### config.mk
export PLATFORM = sky130hd
export DESIGN_NAME = spi_regfile_ext
export DESIGN_NICKNAME = d
export VERILOG_FILES = /design/src/rtl/spi_regfile_ext.sv
export SDC_FILE = /design/constraint.sdc
export NUM_CORES = 1
export LEC_CHECK = 0
export ABC_CLOCK_PERIOD_IN_PS = 3100
export BUFFER_PORTS_ARGS = -buffer_cell sky130_fd_sc_hd__buf_2
export CAP_MARGIN = 30
export CORE_MARGIN = 2
export CORE_UTILIZATION = 50
export CTS_CLUSTER_SIZE = 24
export DETAILED_ROUTE_END_ITERATION = 7
export GPL_ROUTABILITY_DRIVEN = 0
export GPL_TIMING_DRIVEN = 0
export PLACE_DENSITY_LB_ADDON = 0.2
export REMOVE_ABC_BUFFERS = 1
export SKIP_LAST_GASP = 1
export SYNTH_ARGS = -nofsm -noshare
export SYNTH_HDL_FRONTEND = slang
export SYNTH_SLANG_ARGS = --single-unit
### constraint.sdc
create_clock -name clk -period 3.1 [get_ports clk]
set_input_delay 0 -clock clk [delete_from_list [all_inputs] [get_ports clk]]
set_output_delay 0 -clock clk [all_outputs]
set_load 0.005 [all_outputs]
### src/rtl/spi_regfile_ext.sv
// SPI mode-0 peripheral fronting a small register file. Frames are checked when nCS rises.
// Accepted writes commit one clk later; rejected frames pulse frame_err and are counted.
module spi_regfile_ext #(
    parameter int ADDR_W      = 7,
    parameter int DATA_W      = 8,
    parameter int NUM_REGS    = 5,
    parameter int SYNC_STAGES = 2
) (
    input  logic                       clk,
    input  logic                       rst,
    input  logic                       SCLK,
    input  logic                       COPI,
    input  logic                       nCS,
    output logic                       CIPO,
    output logic                       CIPO_oe,
    output logic [NUM_REGS*DATA_W-1:0] regs_flat,
    output logic [NUM_REGS-1:0]        wr_strobe,
    output logic                       frame_err,
    output logic [7:0]                 err_count
);
    localparam int FRAME = 1 + ADDR_W + DATA_W;
    localparam int CNT_W = $clog2(FRAME + 2);
    localparam logic [CNT_W-1:0] CNT_CMD   = CNT_W'(1 + ADDR_W);
    localparam logic [CNT_W-1:0] CNT_FRAME = CNT_W'(FRAME);
    localparam logic [CNT_W-1:0] CNT_MAX   = CNT_W'(FRAME + 1);

    typedef enum logic [1:0] {IDLE, CMD, DATA, DONE} state_t;

    logic [SYNC_STAGES-1:0] sclk_sync_q, copi_sync_q, ncs_sync_q;
    logic                   sclk_dly_q, ncs_dly_q;
    logic                   sclk_s, copi_s, ncs_s;
    logic                   sclk_rise, sclk_fall, ncs_rise, ncs_fall;

    state_t              state_q, state_d;
    logic [CNT_W-1:0]    cnt_q, cnt_d;
    logic [FRAME-1:0]    sh_q, sh_d;
    logic [DATA_W-1:0]   rd_q, rd_d;
    logic                cipo_q, cipo_d;
    logic                rd_mode_q, rd_mode_d;
    logic                pend_q, pend_d;
    logic [NUM_REGS-1:0] wr_strobe_q, wr_strobe_d;
    logic                frame_err_q, frame_err_d;
    logic [7:0]          err_q, err_d;
    logic [DATA_W-1:0]   regs_q [NUM_REGS];

    logic [ADDR_W-1:0]   cmd_addr, f_addr;
    logic [DATA_W-1:0]   f_data, rd_sel;
    logic                f_mode, sample, closing;
    logic [NUM_REGS-1:0] f_onehot;

    assign sclk_s    = sclk_sync_q[SYNC_STAGES-1];
    assign copi_s    = copi_sync_q[SYNC_STAGES-1];
    assign ncs_s     = ncs_sync_q[SYNC_STAGES-1];
    assign sclk_rise = sclk_s & ~sclk_dly_q;
    assign sclk_fall = ~sclk_s & sclk_dly_q;
    assign ncs_rise  = ncs_s & ~ncs_dly_q;
    assign ncs_fall  = ~ncs_s & ncs_dly_q;

    // Shifter holds mode/addr/data in frame order; address alone sits in the low bits
    // right after the command phase.
    assign cmd_addr = sh_q[ADDR_W-1:0];
    assign f_mode   = sh_q[FRAME-1];
    assign f_addr   = sh_q[FRAME-2 -: ADDR_W];
    assign f_data   = sh_q[DATA_W-1:0];

    always_comb begin
        rd_sel   = '0;
        f_onehot = '0;
        for (int k = 0; k < NUM_REGS; k++) begin
            if (32'(cmd_addr) == 32'(k)) rd_sel = regs_q[k];
            if (32'(f_addr) == 32'(k)) f_onehot[k] = 1'b1;
        end
    end

    always_ff @(posedge clk or posedge rst) begin
        if (rst) begin
            sclk_sync_q <= '0;
            copi_sync_q <= '0;
            ncs_sync_q  <= '1;
            sclk_dly_q  <= 1'b0;
            ncs_dly_q   <= 1'b1;
        end else begin
            sclk_sync_q <= {sclk_sync_q[SYNC_STAGES-2:0], SCLK};
            copi_sync_q <= {copi_sync_q[SYNC_STAGES-2:0], COPI};
            ncs_sync_q  <= {ncs_sync_q[SYNC_STAGES-2:0], nCS};
            sclk_dly_q  <= sclk_s;
            ncs_dly_q   <= ncs_s;
        end
    end

    assign sample  = sclk_rise & ~ncs_s & ((state_q == CMD) | (state_q == DATA));
    assign closing = ncs_rise & ((state_q == CMD) | (state_q == DATA));

    always_comb begin
        state_d     = state_q;
        cnt_d       = cnt_q;
        sh_d        = sh_q;
        rd_d        = rd_q;
        cipo_d      = cipo_q;
        rd_mode_d   = rd_mode_q;
        pend_d      = pend_q;
        wr_strobe_d = '0;
        frame_err_d = 1'b0;
        err_d       = err_q;

        if (sample) begin
            if (cnt_q != CNT_MAX) cnt_d = cnt_q + 1'b1;
            if (cnt_q < CNT_FRAME) sh_d = {sh_q[FRAME-2:0], copi_s};
        end

        case (state_q)
            IDLE: begin
                if (ncs_fall || pend_q) begin
                    state_d = CMD;
                    cnt_d   = '0;
                    pend_d  = 1'b0;
                end
            end
            CMD: begin
                if (ncs_rise) begin
                    state_d = DONE;
                end else if (cnt_q == CNT_CMD) begin
                    state_d   = DATA;
                    rd_mode_d = ~sh_q[ADDR_W];
                    rd_d      = rd_sel;
                    cipo_d    = 1'b0;
                end
            end
            DATA: begin
                if (ncs_rise) begin
                    state_d = DONE;
                end else if (sclk_fall && !ncs_s) begin
                    cipo_d = rd_q[DATA_W-1];
                    rd_d   = rd_q << 1;
                end
            end
            DONE: begin
                state_d = IDLE;
                if (ncs_fall) pend_d = 1'b1;
            end
            default: state_d = IDLE;
        endcase

        // An empty frame (nCS pulse with no SCLK) is dropped without complaint.
        if (closing && cnt_q != '0) begin
            if (cnt_q == CNT_FRAME && |f_onehot) begin
                if (f_mode) wr_strobe_d = f_onehot;
            end else begin
                frame_err_d = 1'b1;
                if (err_q != 8'hFF) err_d = err_q + 8'd1;
            end
        end
    end

    always_ff @(posedge clk or posedge rst) begin
        if (rst) begin
            state_q     <= IDLE;
            cnt_q       <= '0;
            sh_q        <= '0;
            rd_q        <= '0;
            cipo_q      <= 1'b0;
            rd_mode_q   <= 1'b0;
            pend_q      <= 1'b0;
            wr_strobe_q <= '0;
            frame_err_q <= 1'b0;
            err_q       <= '0;
            for (int k = 0; k < NUM_REGS; k++) regs_q[k] <= '0;
        end else begin
            state_q     <= state_d;
            cnt_q       <= cnt_d;
            sh_q        <= sh_d;
            rd_q        <= rd_d;
            cipo_q      <= cipo_d;
            rd_mode_q   <= rd_mode_d;
            pend_q      <= pend_d;
            wr_strobe_q <= wr_strobe_d;
            frame_err_q <= frame_err_d;
            err_q       <= err_d;
            for (int k = 0; k < NUM_REGS; k++) begin
                if (wr_strobe_d[k]) regs_q[k] <= f_data;
            end
        end
    end

    for (genvar k = 0; k < NUM_REGS; k++) begin : g_flat
        assign regs_flat[k*DATA_W +: DATA_W] = regs_q[k];
    end

    assign wr_strobe = wr_strobe_q;
    assign frame_err = frame_err_q;
    assign err_count = err_q;
    assign CIPO_oe   = rd_mode_q & (state_q == DATA) & ~ncs_s;
    assign CIPO      = cipo_q & CIPO_oe;
endmodule

==> results.toml <==
[synth]
ys_async_sr_fraction_pct = 100
synthDistinctLibCells = 53
dominantRegCellSynth = "dfrtp_1"
synth-simple-area-share_pct = 13.1
synth_top_family_by_area = "multiplexers"
yosysWarningCount = 0
synthMuxAreaShare_pct = 18.7
syn_area_per_cell_sq_um = 12.4
postSynthCellCount = 352
synth_edf_count = 0
synthesis.area_sq_um = 4380
seq_area_frac_synth_pct = 55.0
synth_compound_area_share_pct = 6.09
synthAdderAreaFrac_pct = 2.57
synth_seq_cells = 96
synth_xor_area_share_pct = 1.80

[timing]
period_share_pct = 92.5
clock.fmax_mhz = 349
period_minus_slack_ns = 2.87
rsz0062_at_grt = "no"
clock_skew_ns = 0.0114
setup_viol = 0
whs_ns = 0.211
setup_ws_ns = 0.232
worst-slew-pin-transition_ns = 0.952
slew_headroom_pct = 35.7
final_hold_viol_count = 0
slew_viol_final = 0

[clocking]
clk_latency_ns = 0.36
clk_path_buf_depth = 2
tritoncts = "yes"
cts.sink_count = 96
clkTransAtPathRegs_ns = 0.09
cts_root_buffer = "clkbuf_8"
htree_levels = 3
cts_buffers = 9

[finish]
area_delta_synth_final_pct = 14.5
num_antenna_cells = 0
drive_above_1_share_pct = 35.5
final_cells = 525
regArea_sq_um = 2410
final_nets = 427
final_cell_area_sq_um = 5010
multi_input_area_sq_um = 1850
fillers = 735

[worst_hold_path]
hold_class = "primary input to async pin"

[routing]
drt_iter0_drc = 104
antenna_left = 0
drc = 0
routed_wirelength_mm = 8.75
vias = 2886
wl_per_cell_um = 16.7
viasPerCell = 5.50
drtPass1Iterations = 5

[global_routing]
antenna_found_initial = 0
grt_max_degree = 63
grt.overflow.total = 0
track_usage_pct = 19.1
grt_pass1_wl_mm = 14.4
grt_pass1_vias = 2781

[power_and_ir_drop]
p_sw_w = 0.00106
p_leak_nw = 2.55
pwr_density_cell_nw_per_um2 = 636
combPwrFrac_pct = 22.4
intPower_w = 0.00213
power.total_w = 0.00319
pwr-share-seq_pct = 51.1
swShare_pct = 33.2
ir_drop_mv = 0.330
p_clk_share_pct = 26.5

[place]
placed_cells = 506
dp_slack_ns = 0.305
place_area_sq_um = 4770
hpwl_mm = 6.00
portBuffers = 60

[floorplan]
io_pins = 61
die_height_um = 97.6
start_util_pct = 50.9
die_w_um = 97.6
num_rows = 34
dieArea_sq_um = 9520
fp.coreArea_sq_um = 8590

[setup_path]
cp-end-kind = "flop"
startpoint_type = "flop"
worstPathRequired_ns = 3.35
worstSetupPathType = "flop to flop"
cp_max_fo = 16
cp.arrival_ns = 3.11

[outcome]
status = "complete, no violations"

[run]
maxCapViolCount = 0
==> cell usage in the layout, fill, tap and decap left out, types with 9 or more instances in the layout <==
cell / netlist / layout
mux2i_1: 10 / 10
mux2_2: 51 / 51
inv_1: 13 / 12
clkbuf_8: 0 / 10
buf_2: 2 / 60
nor2_1: 20 / 20
dfrtp_1: 93 / 93
nand2_1: 18 / 18
o21ai_0: 11 / 11
ha_1: 9 / 9
==> repair_timing <==
| action | CTS | global route |
|---|---|---|
| resized for setup | 0 | 0 |
| hold endpoints to repair | 34 | 0 |
| hold buffers | 4 | 0 |
| setup buffers | 0 | 0 |
==> cells by family (layout without fill, tap and decap cells) <==
family | after synthesis | count (layout)
simple gates | 99 | 99
flops | 96 | 96
mux | 70 | 70
compound gates | 41 | 41
buf+inv | 28 | 93
fa+ha+maj | 9 | 9
xor+xnor | 9 | 9
==> through the flow <==
| stage | TNS [ns] | util [%] |
|---|---|---|
| finish | 0 | 58.3 |
| floorplan | 0 | - |
| CTS | 0 | 58.3 |
| global route | 0 | 58.3 |
| detailed placement | 0 | 55.5 |
| global placement | -46.90 | 55.1 |
==> routing by layer <==
layer	GRT usage, %	wire length (um)
met2	29.3	4090
met5	0	0
met1	27.5	4250
met4	6.30	114
met3	4.03	296
==> sequential cells by signal, summed over array words and instances (netlist names), 2 cells and up <==
name / cells
cnt_q: 5
copi_sync_q: 2
err_count: 8
ncs_sync_q: 2
rd_q: 8
regs_flat: 40
sclk_sync_q: 2
sh_q: 16
state_q: 2
wr_strobe: 5
==> power by group through the flow <==
stage,sequential (W),clock (W),combinational [W]
floorplan,0.00158,0,0.000552
global placement,0.00164,0,0.000685
detailed placement,0.00165,0,0.000706
CTS,0.00163,0.000865,0.000715
global route,0.00166,0.000922,0.000808
finish,0.00163,0.000845,0.000712
==> worst max-delay path: stages, from the launching register on <==
cell and delay, ns:
dfrtp_1 0.42, inv_1 0.11, ha_1 0.33, nor4bb_1 0.77
and2b_1 0.72, mux2_2 0.40
==> cell type report <==
class / instances / area share, %
clock buffer: 10 / 2.75
sequential: 96 / 48.0
multi-input combinational: 228 / 36.9
tap: 108 / 2.70
inverter: 13 / 1.02
clock inverter: 5 / 1.32
timing repair buffer: 65 / 7.34
==> path summary, 6_finish.rpt <==
check | slack, ns | cells after the start | from | to
max in group asynchronous | 2.24 | 4 | rst | regs_flat[5]$_DFFE_PP0P_
max reg2reg | 0.23 | 5 | state_q[1]$_DFFE_PP0P_ | sh_q[6]$_DFFE_PP0P_
min in group clk | 0.28 | 2 | COPI | copi_sync_q[0]$_DFF_PP0_
max | 0.23 | 5 | state_q[1]$_DFFE_PP0P_ | sh_q[6]$_DFFE_PP0P_
min | 0.21 | 3 | rst | state_q[0]$_DFFE_PP0P_
min reg2reg | 0.36 | 0 | copi_sync_q[0]$_DFF_PP0_ | copi_sync_q[1]$_DFF_PP0_
==> cell usage after synthesis, types with 5 or more instances <==
master,count,area [sq um]
nor2_1,20,75.1
inv_1,13,48.8
nor2b_1,6,37.5
ha_1,9,113
and3_1,8,50.1
dfrtp_1,93,2330
mux2i_1,10,100
nand2_1,18,67.6
xor2_1,6,52.6
clkbuf_1,9,33.8
a21oi_1,5,25.0
o21ai_0,11,55.1
nand2b_1,8,50.1
mux2_2,51,574
mux2_4,8,120
nand3_1,8,40.0
a31oi_1,7,43.8
o221ai_1,5,43.8
(Power assumes the default switching activity.)
